File: src/rtl/rf_scoreboard.sv
// rf_scoreboard: register file with per-register pending (reserved) bits and a bulk clear sequencer.
// Latency: reads are combinational (0 cycles); writes, reserves and clear steps take effect at the next rising clk.
// Backpressure: while busy is high, write, reserve and clear requests are dropped rather than queued; reads stay live.
//
// Ports:
//   clk, rst               clock; asynchronous active-high reset
//   we3, wa3, wd3          write enable / address / data
//   ra1, ra2 -> rd1, rd2   read ports, with pend1 / pend2 pending flags
//   rsv_en, rsv_addr       mark a register as pending (reserved, not yet written)
//   clr_req -> busy        start a bulk clear; busy covers the whole sequence
//   dbg_addr -> dbg_data   debug read of stored state, never forwarded
module rf_scoreboard #(
    parameter int WIDTH  = 8,
    parameter int DEPTH  = 8,
    parameter int BYPASS = 1,
    localparam int AW    = $clog2(DEPTH)
) (
    input  logic             clk,
    input  logic             rst,
    input  logic             we3,
    input  logic [AW-1:0]    wa3,
    input  logic [WIDTH-1:0] wd3,
    input  logic [AW-1:0]    ra1,
    input  logic [AW-1:0]    ra2,
    output logic [WIDTH-1:0] rd1,
    output logic [WIDTH-1:0] rd2,
    output logic             pend1,
    output logic             pend2,
    input  logic             rsv_en,
    input  logic [AW-1:0]    rsv_addr,
    input  logic             clr_req,
    output logic             busy,
    input  logic [AW-1:0]    dbg_addr,
    output logic [WIDTH-1:0] dbg_data
);

    localparam logic [AW-1:0] LAST_IDX = AW'(DEPTH - 1);
    localparam logic [AW-1:0] FIRST_IDX = AW'(1);
    localparam bit            BYP_EN   = (BYPASS != 0);

    typedef enum logic {
        S_IDLE  = 1'b0,
        S_CLEAR = 1'b1
    } state_t;

    state_t           state_q, state_d;
    logic [AW-1:0]    idx_q, idx_d;

    logic [WIDTH-1:0] regs_q [DEPTH];
    logic [WIDTH-1:0] regs_d [DEPTH];
    logic [DEPTH-1:0] pend_q, pend_d;

    logic             clr_act;
    logic             wr_ok;
    logic             rsv_ok;
    logic             byp1, byp2;

    // ------------------------------------------------------------------
    // Clear sequencer: state register
    // ------------------------------------------------------------------
    always_ff @(posedge clk or posedge rst) begin
        if (rst) begin
            state_q <= S_IDLE;
            idx_q   <= '0;
        end else begin
            state_q <= state_d;
            idx_q   <= idx_d;
        end
    end

    // ------------------------------------------------------------------
    // Clear sequencer: next state. Register 0 is hard-wired to zero, so
    // the walk starts at 1. Returning to IDLE for one cycle before a held
    // clr_req is re-sampled gives a one-cycle gap between back-to-back
    // sequences.
    // ------------------------------------------------------------------
    always_comb begin
        state_d = state_q;
        idx_d   = idx_q;
        unique case (state_q)
            S_IDLE: begin
                if (clr_req) begin
                    state_d = S_CLEAR;
                    idx_d   = FIRST_IDX;
                end
            end
            S_CLEAR: begin
                if (idx_q == LAST_IDX) begin
                    state_d = S_IDLE;
                    idx_d   = '0;
                end else begin
                    idx_d = idx_q + FIRST_IDX;
                end
            end
            default: begin
                state_d = S_IDLE;
                idx_d   = '0;
            end
        endcase
    end

    // ------------------------------------------------------------------
    // Clear sequencer: outputs
    // ------------------------------------------------------------------
    always_comb begin
        busy    = 1'b0;
        clr_act = 1'b0;
        if (state_q == S_CLEAR) begin
            busy    = 1'b1;
            clr_act = 1'b1;
        end
    end

    // Requests are only honoured when idle and outside reset; address 0
    // is never a legal target. Gating on rst also keeps forwarded write
    // data off the read ports while reset is asserted.
    assign wr_ok  = we3    && !busy && !rst && (wa3      != '0);
    assign rsv_ok = rsv_en && !busy && !rst && (rsv_addr != '0);

    // ------------------------------------------------------------------
    // Storage next state. The reserve is applied after the write so that
    // a same-cycle reserve + write to one register leaves it pending with
    // the new data.
    // ------------------------------------------------------------------
    always_comb begin
        regs_d = regs_q;
        pend_d = pend_q;
        if (clr_act) begin
            regs_d[idx_q] = '0;
            pend_d[idx_q] = 1'b0;
        end else begin
            if (wr_ok) begin
                regs_d[wa3] = wd3;
                pend_d[wa3] = 1'b0;
            end
            if (rsv_ok) begin
                pend_d[rsv_addr] = 1'b1;
            end
        end
    end

    always_ff @(posedge clk or posedge rst) begin
        if (rst) begin
            for (int i = 0; i < DEPTH; i++) begin
                regs_q[i] <= '0;
            end
            pend_q <= '0;
        end else begin
            for (int i = 0; i < DEPTH; i++) begin
                regs_q[i] <= regs_d[i];
            end
            pend_q <= pend_d;
        end
    end

    // ------------------------------------------------------------------
    // Read ports. Forwarding makes an in-flight write visible in the same
    // cycle and also shows the register as no longer pending.
    // ------------------------------------------------------------------
    assign byp1 = BYP_EN && wr_ok && (ra1 == wa3);
    assign byp2 = BYP_EN && wr_ok && (ra2 == wa3);

    always_comb begin
        rd1      = '0;
        rd2      = '0;
        pend1    = 1'b0;
        pend2    = 1'b0;
        dbg_data = '0;

        if (byp1) begin
            rd1 = wd3;
        end else if (ra1 != '0) begin
            rd1   = regs_q[ra1];
            pend1 = pend_q[ra1];
        end

        if (byp2) begin
            rd2 = wd3;
        end else if (ra2 != '0) begin
            rd2   = regs_q[ra2];
            pend2 = pend_q[ra2];
        end

        if (dbg_addr != '0) begin
            dbg_data = regs_q[dbg_addr];
        end
    end

endmodule

File: config.mk
export PLATFORM = sky130hd
export DESIGN_NAME = rf_scoreboard
export DESIGN_NICKNAME = d
export VERILOG_FILES = /design/src/rtl/rf_scoreboard.sv
export SDC_FILE = /design/constraint.sdc
export NUM_CORES = 1
export LEC_CHECK = 0
export BUFFER_PORTS_ARGS = -buffer_cell sky130_fd_sc_hd__buf_4
export CAP_MARGIN = 25
export CORE_UTILIZATION = 28
export CTS_CLUSTER_DIAMETER = 80
export DETAILED_ROUTE_END_ITERATION = 7
export PLACE_DENSITY = 0.43
export SYNTH_ARGS = -nofsm -noshare
export SYNTH_HDL_FRONTEND = slang
export SYNTH_SLANG_ARGS = --single-unit
File: constraint.sdc
create_clock -name clk -period 2.1 [get_ports clk]
set_input_delay 0.105 -clock clk [delete_from_list [all_inputs] [get_ports clk]]
set_output_delay 0.105 -clock clk [all_outputs]
set_load 0.02 [all_outputs]
==> results of run 1 <==
## cell type report
type	count	area [sq um]	share of cell area, %
flip-flops and latches	76	1902	32.01
well taps	220	275.3	4.634
repair buffers	76	600.6	10.11
inverters	5	18.77	0.3159
clock inverters	5	82.58	1.390
clock buffers	11	252.7	4.254
multi-input cells	292	2809	47.28
## layout by cell type, fill, tap and decap left out, drive strengths merged, types with 4 or more instances in the layout
cell type  instances
inv                6
mux4              43
nor3               5
clkbuf            11
a21oi              5
o21ai             17
nand2             33
nor2              20
nor2b             21
buf               74
dfrtp             76
mux2i             18
a31oi              4
a22o              68
a221oi             8
o2bb2ai            8
nand2b             9
## power by group through the flow
stage                     Clock [mW]  Sequential (mW)  Combinational (mW)
after global placement             0             1.99                1.67
after global routing            1.84             2.02                1.82
after CTS                       1.80             1.97                1.69
after detailed placement           0             1.99                1.68
final                           1.76             1.98                1.68
after floorplan                    0             1.89                1.13
## how the worst min path moves through the flow
stage	end	slack, ns	depth (start not counted)
6_report	pend_q[7]	0.04	2
5_1_grt	pend_q[7]	0.04	2
4_1_cts	pend_q[7]	0.03	2
3_5_place_dp	state_q	0.21	2
3_3_place_gp	state_q	0.21	2
2_1_floorplan	idx_q[1]	0.20	1
## critical path, cell delays in order
cell and delay (ns):
dlygate4sd3_1 0.53, buf_4 0.15, nor2_2 0.16, nand3_2 0.16, o31a_4 0.38, a22o_1 0.26
buf_4 0.17
## flip-flops by register name, indices dropped and copies added, names as in the netlist
| register | count |
|---|---|
| regs_q | 64 |
| pend_q | 8 |
| idx_q | 3 |
| state_q | 1 |
## timing repair
| item | CTS | global route |
|---|---|---|
| hold buffers | 2 | 0 |
| pin swaps | 0 | 0 |
| setup endpoints to repair | 8 | 7 |
| gates resized for setup | 3 | 1 |
| hold endpoints to repair | 23 | 0 |
## cells in the mapped netlist (3+ instances only)
| cell type | number | share of area (%) |
|---|---|---|
| inv_1 | 5 | 0.39 |
| nand2b_1 | 9 | 1.2 |
| a31oi_2 | 3 | 0.77 |
| a21oi_1 | 3 | 0.31 |
| nand2_1 | 33 | 2.5 |
| a221oi_1 | 8 | 1.4 |
| nor2_2 | 4 | 0.51 |
| o21ai_0 | 17 | 1.7 |
| buf_2 | 11 | 1.1 |
| buf_1 | 10 | 0.77 |
| o2bb2ai_1 | 8 | 1.4 |
| nor2_1 | 16 | 1.2 |
| dfrtp_1 | 76 | 39 |
| clkbuf_1 | 13 | 1.0 |
| nor2b_1 | 21 | 2.7 |
| mux2i_1 | 18 | 3.7 |
| mux4_2 | 43 | 20 |
| a22o_1 | 68 | 12 |
| xnor2_1 | 3 | 0.54 |
## routing by layer
layer	share of wire, %	global-route usage [%]	wire [um]	vias up
met3	5.7	2.797	957	22
met2	48	30.97	7983	151
li1	-	-	-	1713
met4	2.2	7.576	358	0
met5	0	0	0	-
met1	44	26.65	7351	2015
## per-stage QoR
step | worst slack [ns] | power (mW) | utilization, % | instances
floorplan | 0.05667 | 3.021 | - | 408
global placement | 0.3043 | 3.658 | 33.23 | 667
detailed placement | 0.2886 | 3.677 | 33.23 | 667
CTS | 0.02081 | 5.458 | 35.43 | 685
global route | 0.03747 | 5.675 | 35.45 | 685
finish | 0.08554 | 5.420 | 35.45 | 685
## cell families after synthesis
kind of cell             synth area share [%]
AO/OA/AOI/OAI                           20.60
XOR/XNOR                               0.7201
adder cells (fa/ha/maj)                0.5142
buffers and inverters                   3.523
flip-flops                              39.08
multiplexers                            23.84
AND/OR/NAND/NOR                         11.73
==> results.sh, run 1 <==
export IMPL_status="completed"
export IMPL_r2r_cells=4
export IMPL_start_util_pct=29.03
export IMPL_antenna_found_initial=0
export IMPL_start_kind="primary input"
export IMPL_fp_row_count=47
export IMPL_fin_tns_setup_ns=0
export IMPL_endpoint="rd1[6]"
export IMPL_clkTransAtPathRegs_ns=0.06
export IMPL_hold_viol=0
export IMPL_worst_clock_skew_ns=0.006700
export IMPL_power_switching_mw=1.880
export IMPL_post_cts_buffers=0
export IMPL_clk_path_buf_depth=2
export IMPL_whs_ns=0.04012
export IMPL_syn_area_sq_um=4866
export IMPL_n_antenna_cell=0
export IMPL_max_cap_violations=0
export IMPL_p_leak_nw=2.615
export IMPL_cts_root_buf="clkbuf_16"
export IMPL_syn_instance_count=408
export IMPL_wirelength_mm=16.65
export IMPL_clkPwrFrac_pct=32.4
export IMPL_fillers=1689
export IMPL_pwr_share_comb_pct=31.1
export IMPL_worstSetupPathType="primary input to output port"
export IMPL_avgViaCountPerCell=5.695
export IMPL_postSynth_asyncResetShare_pct=100.0
export IMPL_setup_viol=0
export IMPL_r2r_end="regs_q[47]"
export IMPL_seq_area_frac_synth_pct=39.08
export IMPL_powerDensity_nw_per_um2=912.3
export IMPL_port_buffers=54
export IMPL_cts_tree="done"
export IMPL_wl_per_cell_um=24.31
export IMPL_rsz0062_at_grt="no"
export IMPL_io_pins=55
export IMPL_dr_pass1_iters=5
export IMPL_required_ns=2.00
export IMPL_grt_util_all_layers_pct=19.44
export IMPL_fmax_mhz=496.4
export IMPL_yosys_warnings=0
export IMPL_critPathMaxFanout=8
export IMPL_place_congestion=0.7769
export IMPL_seqPwrFrac_pct=36.5
export IMPL_yosysUniqueCellTypes=48
export IMPL_tightest_slew_ns=0.7581
export IMPL_ant_nets=0
export IMPL_ys_flop_type="dfrtp_1"
export IMPL_clk_latency_ns=0.35
export IMPL_drive_gt1_share_pct=33.76
export IMPL_hold_start="rsv_addr[2]"
export IMPL_drtIter0Drc=372
export IMPL_cts_sinks=76
export IMPL_startpoint="rst"
export IMPL_syn_to_final_growth_pct=22.09
export IMPL_drv_slew=0
export IMPL_drc_errors=0
export IMPL_overflow=0
export IMPL_post_dp_cell_area_sq_um=5569
export IMPL_die_w_um=133.8
export IMPL_coreArea_sq_um=16760
export IMPL_avgSynthCellArea_sq_um=11.93
export IMPL_syn_nets=438
export IMPL_timing_rr_start="state_q"
export IMPL_period_share_pct=95.93
export IMPL_r2r_slack_ns=0.32
export IMPL_p_int_mw=3.540
export IMPL_die_area_sq_um=17910
export IMPL_critPathArrivalTime_ns=1.91
export IMPL_synth_edf_count=0
export IMPL_crit_path_end_kind="output port"
export IMPL_hold_class="primary input to flip-flop"
export IMPL_final_area_sq_um=5941
export IMPL_fin_crit_ns=2.014
export IMPL_ir_drop_mv=0.5409
export IMPL_grt_max_degree=32
export IMPL_nNetsFinal=490
export IMPL_grt_pass1_wl_mm=25.40
export IMPL_dpl_hpwl_mm=11.71
export IMPL_cts_made_buffers=9
export IMPL_via_count=3901
export IMPL_max_slew_margin_pct=49.30
export IMPL_ys_ff_latch=76
export IMPL_h_tree_depth=3
export IMPL_die_y_um=133.8
export IMPL_grt_pass1_vias=3989
export IMPL_p_sw_share_pct=34.69
Power figures use the tool's default switching activity.
==> inputs of run 2 (changes only) <==
--- a/config.mk
+++ b/config.mk
@@ -11,6 +11,7 @@
 export CTS_CLUSTER_DIAMETER = 80
 export DETAILED_ROUTE_END_ITERATION = 7
 export PLACE_DENSITY = 0.43
+export REMOVE_ABC_BUFFERS = 1
 export SYNTH_ARGS = -nofsm -noshare
 export SYNTH_HDL_FRONTEND = slang
 export SYNTH_SLANG_ARGS = --single-unit
==> results.sh, run 2 (synthesized netlist as in run 1, its figures left out) <==
export IMPL_status="completed"
export IMPL_dp_cells=671
export IMPL_grt_pass1_vias=4002
export IMPL_clkTransAtPathRegs_ns=0.06
export IMPL_overflow=0
export IMPL_syn_to_final_growth_pct=22.22
export IMPL_clk_latency_ns=0.34
export IMPL_largest_reg_flops=64
export IMPL_clk_path_buf_depth=2
export IMPL_via_count=3909
export IMPL_die_w_um=133.8
export IMPL_drc_errors=0
export IMPL_max_slew_margin_pct=46.83
export IMPL_io_pins=55
export IMPL_top_register="regs_q"
export IMPL_grt_pass1_wl_mm=25.99
export IMPL_h_tree_depth=3
export IMPL_antenna_found_initial=0
export IMPL_die_y_um=133.8
export IMPL_start_kind="flip-flop"
export IMPL_port_buffers=54
export IMPL_worst_clock_skew_ns=0.005966
export IMPL_drv_slew=0
export IMPL_seqPwrFrac_pct=37.3
export IMPL_wirelength_mm=16.96
export IMPL_ant_nets=0
export IMPL_utilization_pct=35.48
export IMPL_hold_class="primary input to flip-flop"
export IMPL_avgViaCountPerCell=5.673
export IMPL_max_cap_violations=0
export IMPL_p_int_mw=3.446
export IMPL_crit_path_end_kind="output port"
export IMPL_critPathArrivalTime_ns=1.90
export IMPL_ir_drop_mv=0.5384
export IMPL_die_area_sq_um=17910
export IMPL_grt_util_all_layers_pct=20.04
export IMPL_required_ns=2.00
export IMPL_cts_tree="done"
export IMPL_drtIter0Drc=305
export IMPL_hold_viol=0
export IMPL_cts_made_buffers=9
export IMPL_grt_max_degree=27
export IMPL_fin_tns_setup_ns=0
export IMPL_start_util_pct=29.03
export IMPL_clkPwrFrac_pct=30.4
export IMPL_nNetsFinal=494
export IMPL_setup_viol=0
export IMPL_period_share_pct=95.53
export IMPL_drive_gt1_share_pct=34.33
export IMPL_pwr_share_comb_pct=32.3
export IMPL_powerDensity_nw_per_um2=895.2
export IMPL_p_sw_share_pct=35.27
export IMPL_totalPowerFinal_mw=5.324
export IMPL_cts_root_buf="clkbuf_16"
export IMPL_fin_cells=689
export IMPL_top_regs="regs_q (64), pend_q (8), idx_q (3)"
export IMPL_fin_crit_ns=2.006
export IMPL_n_antenna_cell=0
export IMPL_whs_ns=0.06031
export IMPL_coreArea_sq_um=16760
export IMPL_wl_per_cell_um=24.62
export IMPL_critPathMaxFanout=8
export IMPL_dpl_hpwl_mm=11.99
export IMPL_rsz0062_at_grt="no"
export IMPL_power_switching_mw=1.878
export IMPL_fp_row_count=47
export IMPL_post_cts_buffers=0
export IMPL_dr_pass1_iters=5
export IMPL_fmax_mhz=498.4
export IMPL_cts_sinks=76
export IMPL_p_leak_nw=2.617
export IMPL_worstSetupPathType="flip-flop to output port"
export IMPL_layout_common_cells="dfrtp_1 (76), buf_4 (76), a22o_1 (68)"
export IMPL_place_congestion=0.8059
export IMPL_tightest_slew_ns=0.7950
==> run 2: cell count changes in the layout (fill, tap and decap cells not counted), sizes merged <==
cell,change
buf,+4
bufinv,-1
clkinv,-1
clkinvlp,+2
==> run 2: metrics by stage <==
stage | setup slack (ns) | cell area [sq um]
5_1_grt | 0.002392 | 5947
3_5_place_dp | 0.2264 | 5599
6_report | 0.09377 | 5947
3_3_place_gp | 0.2694 | 5599
4_1_cts | 0.03832 | 5942
2_1_floorplan | 0.02224 | 4713
==> run 2: what timing repair did <==
| action | CTS | global route |
|---|---|---|
| gates resized for setup | 3 | 1 |
| endpoints found under the setup margin | 8 | 8 |
| gates cloned | 0 | 0 |
| hold buffers | 2 | 0 |
| endpoints found under the hold margin | 22 | 0 |
==> run 2: critical path, cell delays in order (launching register included) <==
cell and delay [ns]:
dfrtp_1 0.43, nor2_2 0.22, nand3_2 0.15, o31a_4 0.38, a22o_1 0.22, buf_4 0.15
==> run 2: final timing paths <==
path	start	end	slack, ns	cells past startpoint
min in group asynchronous	rst	state_q	0.40	3
setup / recovery	state_q	rd1[6]	0.09	5
hold / removal	rsv_addr[2]	pend_q[5]	0.06	2
hold reg to reg	pend_q[2]	pend_q[2]	0.50	1
setup reg to reg	state_q	regs_q[41]	0.26	4
max in group asynchronous	rst	regs_q[27]	0.99	4
==> run 2: power groups by stage <==
| stage | clock network [mW] | registers, mW | logic [mW] |
|---|---|---|---|
| after floorplan | 0 | 1.94 | 0.976 |
| after global placement | 0 | 1.98 | 1.72 |
| after detailed placement | 0 | 1.99 | 1.73 |
| after CTS | 1.66 | 1.97 | 1.74 |
| after global routing | 1.73 | 2.02 | 1.88 |
| final | 1.62 | 1.98 | 1.72 |
==> run 2: routing by layer <==
layer	wire [um]	global-route usage, %
met1	7937	28.09
met2	8007	31.72
met3	818	3.893
met4	198	4.987
met5	0	0
==> run 2: cell type report <==
| class | instances | area, sq um |
|---|---|---|
| fill | 1680 | 10810 |
| multi-input combinational | 292 | 2809 |
| sequential | 76 | 1902 |
| timing repair buffer | 80 | 630.6 |
| tap | 220 | 275.3 |
| clock buffer | 11 | 252.7 |
| clock inverter | 5 | 58.81 |
| inverter | 5 | 18.77 |
==> inputs of run 3 (changes only) <==
--- a/config.mk
+++ b/config.mk
@@ -5,13 +5,15 @@
 export SDC_FILE = /design/constraint.sdc
 export NUM_CORES = 1
 export LEC_CHECK = 0
+export ABC_AREA = 1
 export BUFFER_PORTS_ARGS = -buffer_cell sky130_fd_sc_hd__buf_4
 export CAP_MARGIN = 25
 export CORE_UTILIZATION = 28
 export CTS_CLUSTER_DIAMETER = 80
 export DETAILED_ROUTE_END_ITERATION = 7
-export PLACE_DENSITY = 0.43
+export PLACE_DENSITY = 0.42
 export REMOVE_ABC_BUFFERS = 1
+export SLEW_MARGIN = 30
 export SYNTH_ARGS = -nofsm -noshare
 export SYNTH_HDL_FRONTEND = slang
 export SYNTH_SLANG_ARGS = --single-unit
==> results.sh, run 3 <==
export IMPL_holdPathStages=4
export IMPL_layout_common_cells="nand2_1 (368), inv_1 (94), nand3_1 (88)"
export IMPL_yosys_warnings=0
export IMPL_fin_crit_ns=1.951
export IMPL_largest_reg_flops=64
export IMPL_top_register="regs_q"
export IMPL_worst_clock_skew_ns=0.006182
export IMPL_coreArea_sq_um=18890
export IMPL_syn_to_final_growth_pct=18.73
export IMPL_start_kind="flip-flop"
export IMPL_status="completed"
export IMPL_place_congestion=0.8911
export IMPL_clk_latency_ns=0.35
export IMPL_yosysUniqueCellTypes=33
export IMPL_grt_pass1_wl_mm=33.96
export IMPL_avgSynthCellArea_sq_um=6.215
export IMPL_whs_ns=0.02101
export IMPL_max_cap_violations=0
export IMPL_fp_row_count=50
export IMPL_setup_viol=0
export IMPL_synth_edf_count=0
export IMPL_clkTransAtPathRegs_ns=0.06
export IMPL_p_sw_share_pct=40.38
export IMPL_synth_area_leaders="dfrtp_1 (35%), nand2_1 (25%), nand3_1 (8.1%), o21ai_0 (7.7%), inv_1 (6.5%)"
export IMPL_fillers=2188
export IMPL_fin_tns_setup_ns=0
export IMPL_yosys_area_top_type="dfrtp_1"
export IMPL_max_slew_margin_pct=59.59
export IMPL_hold_class="primary input to flip-flop"
export IMPL_multi_input_area_sq_um=2958
export IMPL_start_util_pct=28.88
export IMPL_die_w_um=141.6
export IMPL_final_area_sq_um=6479
export IMPL_tightest_slew_ns=0.6062
export IMPL_grt_util_all_layers_pct=22.90
export IMPL_nNetsFinal=958
export IMPL_ys_top_cells_by_count="nand2_1 (368), inv_1 (95), nand3_1 (88)"
export IMPL_top_regs="regs_q (64), pend_q (8), idx_q (3)"
export IMPL_clk_path_buf_depth=2
export IMPL_ys_ff_latch=76
export IMPL_syn_instance_count=878
export IMPL_cts_made_buffers=9
export IMPL_postSynth_asyncResetShare_pct=100.0
export IMPL_mostFrequentLayoutCell="nand2_1"
export IMPL_cts_tree="done"
export IMPL_cts_root_buf="clkbuf_16"
export IMPL_critPathMaxFanout=10
export IMPL_avgViaCountPerCell=4.788
export IMPL_cts_sinks=76
export IMPL_io_pins=55
export IMPL_via_count=5712
export IMPL_drtIter0Drc=361
export IMPL_seq_area_frac_synth_pct=34.85
export IMPL_seqPwrFrac_pct=35.4
export IMPL_drv_slew=0
export IMPL_n_antenna_cell=0
export IMPL_wl_per_cell_um=18.18
export IMPL_wirelength_mm=21.68
export IMPL_fmax_mhz=512.6
export IMPL_synth_most_common_cell="nand2_1"
export IMPL_dr_pass1_iters=5
export IMPL_rsz0062_at_grt="no"
export IMPL_critPathArrivalTime_ns=1.85
export IMPL_utilization_pct=34.29
export IMPL_h_tree_depth=3
export IMPL_p_leak_nw=3.480
export IMPL_hold_viol=0
export IMPL_syn_area_sq_um=5456
export IMPL_required_ns=2.00
export IMPL_post_dp_cell_area_sq_um=6170
export IMPL_ys_flop_type="dfrtp_1"
export IMPL_p_int_mw=3.136
export IMPL_die_y_um=141.6
export IMPL_r2r_slack_ns=0.41
export IMPL_overflow=0
export IMPL_netlist_area_leader_share_pct=34.85
export IMPL_power_switching_mw=2.123
export IMPL_pwr_share_comb_pct=36.4
export IMPL_ant_nets=0
export IMPL_r2r_cells=6
export IMPL_dpl_hpwl_mm=15.45
export IMPL_port_buffers=54
export IMPL_antenna_found_initial=0
export IMPL_ir_drop_mv=0.4582
export IMPL_clkPwrFrac_pct=28.3
export IMPL_crit_path_end_kind="output port"
export IMPL_period_share_pct=92.90
export IMPL_die_area_sq_um=20050
export IMPL_grt_pass1_vias=5696
export IMPL_drive_gt1_share_pct=12.11
export IMPL_seqCellArea_sq_um=1902
export IMPL_powerDensity_nw_per_um2=811.8
export IMPL_worstSetupPathType="flip-flop to output port"
export IMPL_drc_errors=0
export IMPL_grt_max_degree=77
export IMPL_totalPowerFinal_mw=5.259
-- run 3: final timing paths --
check | from | endpoint
max | state_q | rd2[0]
min | clr_req | idx_q[1]
max reg2reg | state_q | regs_q[16]
min reg2reg | pend_q[5] | pend_q[5]
max in group asynchronous | rst | pend_q[2]
min in group asynchronous | rst | regs_q[36]
-- run 3: timing repair --
action / 4_1_cts / 5_1_grt
hold buffers: 2 / 0
gates resized for setup: 0 / 1
setup buffers: 1 / 0
endpoints found under the hold margin: 79 / 0
setup endpoints to repair: 17 / 6
pin swaps: 1 / 0
gates cloned: 0 / 0
-- run 3: critical path, stage by stage (launching register included) --
cell and delay [ns]:
dfrtp_1 0.41, clkinv_4 0.09, nand2_4 0.06, nor2_8 0.13, and2_1 0.15, nand2_2 0.18
inv_4 0.19, nand2_1 0.07, nand2_1 0.08, buf_4 0.14
-- run 3: layout make-up --
class                   instances  area share (%)
clock inverters                 6          0.6180
clock buffers                  10           3.689
multi-input cells             658           45.65
flip-flops and latches         76           29.35
repair buffers                 77           9.386
well taps                     260           5.021
inverters                     106           6.277
-- run 3: metrics by stage --
stage / worst slack (ns) / cells
floorplan: -0.2073 / 840
global placement: 0.3402 / 1174
detailed placement: 0.2976 / 1174
CTS: 0.1051 / 1193
global route: 0.03964 / 1193
finish: 0.1491 / 1193
-- run 3: cells by family (layout without fill, tap and decap cells) --
| family | after synthesis | after routing | synth area share (%) |
|---|---|---|---|
| buf+inv | 144 | 199 | 10.94 |
| compound gates | 147 | 147 | 14.79 |
| simple gates | 506 | 506 | 38.48 |
| xor+xnor | 3 | 3 | 0.4816 |
| fa+ha+maj | 2 | 2 | 0.4585 |
| flops | 76 | 76 | 34.85 |
-- run 3: power by group through the flow --
stage / Sequential [mW] / Combinational (mW) / Clock (mW)
4_1_cts: 1.86 / 1.93 / 1.53
6_report: 1.86 / 1.91 / 1.49
5_1_grt: 1.89 / 2.15 / 1.58
3_5_place_dp: 1.88 / 1.91 / 0
2_1_floorplan: 1.87 / 1.15 / 0
3_3_place_gp: 1.88 / 1.93 / 0
-- run 3: layer usage --
layer  vias up  routed length (um)  global-route usage (%)
li1       2874                   -                       -
met5         -                   0                       0
met2       153                9658                   37.05
met4         0                 495                   6.791
met3        26                 913                   3.375
met1      2659               10620                   31.55
